[src/rtl/updown_counter_led.sv]
// Parametrised up/down counter with prescaler, step size, synchronous load,
// wrap or saturate limit handling, a one-cycle wrap pulse and min/max flags.
// The top LED_W bits of the count drive an LED bank one cycle later.
module updown_counter_led #(
  parameter int unsigned WIDTH    = 32,
  parameter int unsigned LED_W    = 4,
  parameter int unsigned PRESCALE = 1,
  parameter int unsigned STEP     = 1
) (
  input  logic             clk,
  input  logic             rst_n,
  input  logic             en,
  input  logic             dir,
  input  logic             sat_mode,
  input  logic             load,
  input  logic [WIDTH-1:0] load_val,
  output logic [WIDTH-1:0] count,
  output logic [LED_W-1:0] Led,
  output logic             wrap,
  output logic             at_max,
  output logic             at_min
);

  // The prescaler needs at least one bit even when PRESCALE is 1.
  localparam int unsigned PW = (PRESCALE > 1) ? $clog2(PRESCALE) : 1;
  localparam logic [PW-1:0]  PRE_MAX   = PW'(PRESCALE - 1);
  localparam logic [PW-1:0]  PRE_ZERO  = {PW{1'b0}};
  localparam logic [PW-1:0]  PRE_ONE   = PW'(1);
  localparam logic [WIDTH:0] STEP_EXT  = (WIDTH + 1)'(STEP);
  localparam logic [WIDTH-1:0] CNT_MAX = {WIDTH{1'b1}};
  localparam logic [WIDTH-1:0] CNT_MIN = {WIDTH{1'b0}};

  logic [WIDTH-1:0] count_r;
  logic [LED_W-1:0] led_r;
  logic             wrap_r;
  logic [PW-1:0]    pre_r;

  logic             step_s;
  logic [WIDTH:0]   sum_s;
  logic [WIDTH:0]   diff_s;
  logic [WIDTH-1:0] next_count_s;
  logic             next_wrap_s;

  // Next count and wrap flag for a step; the extra MSB of the sum/difference
  // flags overflow (carry) or underflow (borrow) past a limit.
  always_comb begin
    step_s       = en && (pre_r == PRE_MAX);
    sum_s        = {1'b0, count_r} + STEP_EXT;
    diff_s       = {1'b0, count_r} - STEP_EXT;
    next_count_s = count_r;
    next_wrap_s  = 1'b0;
    if (dir) begin
      if (sum_s[WIDTH]) begin
        if (sat_mode) begin
          next_count_s = CNT_MAX;
          next_wrap_s  = 1'b0;
        end else begin
          next_count_s = sum_s[WIDTH-1:0];
          next_wrap_s  = 1'b1;
        end
      end else begin
        next_count_s = sum_s[WIDTH-1:0];
        next_wrap_s  = 1'b0;
      end
    end else begin
      if (diff_s[WIDTH]) begin
        if (sat_mode) begin
          next_count_s = CNT_MIN;
          next_wrap_s  = 1'b0;
        end else begin
          next_count_s = diff_s[WIDTH-1:0];
          next_wrap_s  = 1'b1;
        end
      end else begin
        next_count_s = diff_s[WIDTH-1:0];
        next_wrap_s  = 1'b0;
      end
    end
  end

  // Counter, prescaler and wrap pulse: reset > load > step > hold.
  always_ff @(posedge clk) begin
    if (!rst_n) begin
      count_r <= CNT_MIN;
      pre_r   <= PRE_ZERO;
      wrap_r  <= 1'b0;
    end else if (load) begin
      count_r <= load_val;
      pre_r   <= PRE_ZERO;
      wrap_r  <= 1'b0;
    end else if (step_s) begin
      count_r <= next_count_s;
      pre_r   <= PRE_ZERO;
      wrap_r  <= next_wrap_s;
    end else begin
      wrap_r  <= 1'b0;
      if (en) begin
        pre_r <= pre_r + PRE_ONE;
      end else begin
        pre_r <= pre_r;
      end
    end
  end

  // LED bank mirrors the top count bits one cycle behind the counter.
  always_ff @(posedge clk) begin
    if (!rst_n) begin
      led_r <= {LED_W{1'b0}};
    end else begin
      led_r <= count_r[WIDTH-1 -: LED_W];
    end
  end

  assign count  = count_r;
  assign Led    = led_r;
  assign wrap   = wrap_r;
  // Limit flags decode the count register directly, no extra latency.
  assign at_max = (count_r == CNT_MAX);
  assign at_min = (count_r == CNT_MIN);

endmodule

[config.mk]
export PLATFORM = sky130hd
export DESIGN_NAME = updown_counter_led
export DESIGN_NICKNAME = d
export VERILOG_FILES = /design/src/rtl/updown_counter_led.sv
export SDC_FILE = /design/constraint.sdc
export NUM_CORES = 1
export LEC_CHECK = 0
export BUFFER_PORTS_ARGS = -buffer_cell sky130_fd_sc_hd__clkbuf_2
export CORE_MARGIN = 5
export CORE_UTILIZATION = 30
export CTS_BUF_LIST = sky130_fd_sc_hd__clkbuf_4 sky130_fd_sc_hd__clkbuf_8
export CTS_CLUSTER_DIAMETER = 100
export DETAILED_ROUTE_END_ITERATION = 16
export GPL_TIMING_DRIVEN = 0
export HOLD_SLACK_MARGIN = 0.06
export SKIP_CTS_REPAIR_TIMING = 1
export SYNTH_ARGS = -nofsm -noshare
export SYNTH_HDL_FRONTEND = slang
export SYNTH_SLANG_ARGS = --single-unit
[constraint.sdc]
create_clock -name clk -period 2.2 [get_ports clk]
set_clock_uncertainty 0.05 [all_clocks]
set_input_delay 0.22 -clock clk [delete_from_list [all_inputs] [get_ports clk]]
set_output_delay 0.22 -clock clk [all_outputs]
set_load 0.1 [all_outputs]
==> results_dict.tcl <==
set metrics [dict create \
    finalCritPeriodShare_pct 108 \
    ir_drop_mv 0.219 \
    crit_family "simple AND/OR/NAND/NOR gates" \
    clk_pin_slew_ps 80 \
    fin_nets 620 \
    vias 4327 \
    start_util_pct 30.5 \
    final_area_um2 5060 \
    routedWlPerCell_um 21.0 \
    ys_seq_area_share_pct 23.0 \
    fmax_mhz 421 \
    synth_top_flop_cell "dfxtp_1" \
    antenna_found_initial 0 \
    worst_ep_required_time_ps 1930 \
    pre_cts_ws_ps -601 \
    drt-pass1-iter-count 5 \
    cp-end-kind "output pin" \
    core_um2 10800 \
    diodes 0 \
    synth-seq-cells 38 \
    syn_area_per_cell_um2 7.27 \
    grt_first_pass_wirelength_mm 22.0 \
    synth_area_leaders "dfxtp_1 (23%), o21ai_0 (5.3%), nor2_1 (4.3%)" \
    crit_path_start_kind "flip-flop" \
    dpl.hpwl_mm 10.5 \
    utilization_pct 46.7 \
    hp-class "primary input to flip-flop" \
    drive_above_1_share_pct 45.1 \
    via_per_inst 6.00 \
    crit_buf_inv 3 \
    timing.final.crit_period_ps 2380 \
    gr-total-overflow 0 \
    rsz0062_at_grt "true" \
    routed_wl_mm 15.1 \
    drv_slew 0 \
    p_total_uw 2560 \
    crit_chain "buf_2, nor3_4, nand4_1, buf_6, nor4_4, and2_4, buf_12" \
    cts-root-buf "clkbuf_8" \
    yosys-top-cells-count "dfxtp_1 (38), nor2_1 (38), o21ai_0 (35)" \
    grt_pass1_vias 3878 \
    synth_fp_nets 495 \
    cts_num_sinks 38 \
    arrival_ps 2110 \
    row_count 38 \
    status "complete, but fails checks" \
    tightest_slew_ps 829 \
    drt_iter0_drc 341 \
    clockBufferDepth 2 \
    io_buffers 75 \
    die_x_um 115 \
    relSlewSlack_pct 44.5 \
    track_usage_pct 21.5 \
    gp_congestion 0.944 \
    numCtsBuffers 5 \
    synth_top_area_share_pct 23.0 \
    synth-async-reset-ratio_pct 0 \
    critPathMaxStageDelay_ps 360 \
    setup_ws_ps -177 \
    die_y_um 115 \
    crit_fanout 10 \
    violations "setup timing" \
    finalSetupViolCount 16 \
    p_leak_uw 0.00202 \
    ios 77 \
    synth_top_area_cell "dfxtp_1" \
    cts_tree "yes" \
    synth_edf_count 0 \
    criticalPathCategory "flip-flop to output pin" \
    ant_nets 0 \
    ys_types 63 \
    synth_warnings 0 \
    drc 0 \
    place_area_um2 4090 \
    grt_max_degree 12 \
    die-area_um2 13200 \
    hold_viol 0 \
    insertion_delay_ps 320 \
    drv_cap 0 \
    netlist_area_um2 3310 \
    areaGrowthSynthToFinish_pct 53.0 \
    cp_slowest_cell "dfxtp_4" \
    htree_levels 2 \
    cellPowerDensity_nw_per_um2 506 \
    synth_cells 455 \
]
through the flow:
step | setup TNS [ps] | hold WS, ps | cells
floorplan | -1180 | 246 | 455
global placement | -14490 | 370 | 670
detailed placement | -14800 | 373 | 670
CTS | -15480 | 42.3 | 678
global route | -3100 | 73.1 | 721
finish | -1070 | 52.6 | 721
registers in the layout, indices dropped and copies added (netlist names):
name and count:
wrap 1, pre_r 1, count 32, Led 4
per-layer routing:
metal  wire length (µm)  part of all wire [%]  track usage, %  vias up
li1                   -                     -               -     1975
met1               6690                    44            30.0     2125
met2               6970                    46            33.9      189
met3               1030                   6.8            3.58       38
met4                449                   3.0            6.65        0
met5                  0                     0               0        -
worst paths after layout:
kind,startpoint,slack [ps],cells past startpoint,endpoint
worst max-delay path,count[8]$_SDFFE_PN0P_,-180,7,at_min
worst min-delay path,load_val[6],50,3,count[6]$_SDFFE_PN0P_
worst max register to register,count[10]$_SDFFE_PN0P_,-140,6,count[31]$_SDFFE_PN0P_
worst min register to register,pre_r$_SDFFE_PP0P_,470,1,pre_r$_SDFFE_PP0P_
area by class of cell:
class | count | area (µm²)
Timing Repair Buffer | 135 | 941
Buffer | 24 | 146
Sequential cell | 38 | 866
Inverter | 11 | 43.8
Clock buffer | 6 | 76.3
Multi-Input combinational cell | 365 | 2800
Fill cell | 1090 | 5780
Clock inverter | 2 | 8.76
Tap cell | 140 | 175
worst register-to-register path: stages, from the launching register on:
cell     delay [ps]
dfxtp_4         420
nand4_4         180
or4_4           650
nor3_4          350
and3_1          210
o31ai_1          70
a221o_1         320
power by group:
part	leakage, µW	switching (µW)	internal, µW	total [µW]
clock network	0.0000460	292	231	523
registers	0.000332	123	739	862
logic	0.00164	807	366	1170
total	0.00202	1220	1340	2560
logic make-up (layout without fill, tap and decap cells):
family                     count (synthesis)  after routing  synth area share (%)
buffers and inverters                     52            178                  7.04
muxes                                      7              7                  2.12
adders and majority gates                  2              2                 0.757
AOI/OAI and AO/OA                        132            132                  26.1
and+or+nand+nor                          203            203                  35.4
DFF                                       38             38                  23.0
xor gates and xnor gates                  21             21                  5.56
cells in the final DEF, fill, tap and decap left out, types with 5 or more instances in the layout:
cell       n
nor4_1     7
a21oi_1   19
buf_2      5
nand3_1   18
buf_4     44
nor2_1    35
nand4_1   15
dfxtp_2    6
a211oi_1   5
mux2i_1    6
a22oi_1    6
a221o_1    5
xor2_1    11
o21ai_0   31
nor3_1    22
o31ai_1    6
o21ai_1    9
clkbuf_2  78
xnor2_1   10
clkbuf_1   9
nand2_1   27
inv_1      9
a31oi_1    5
and3_1     6
and2_1     5
clkbuf_8   5
dfxtp_1    6
o211ai_1   6
buf_6     11
buf_12     6
nor4_4    11
dfxtp_4   26
(Power assumes the default switching activity.)
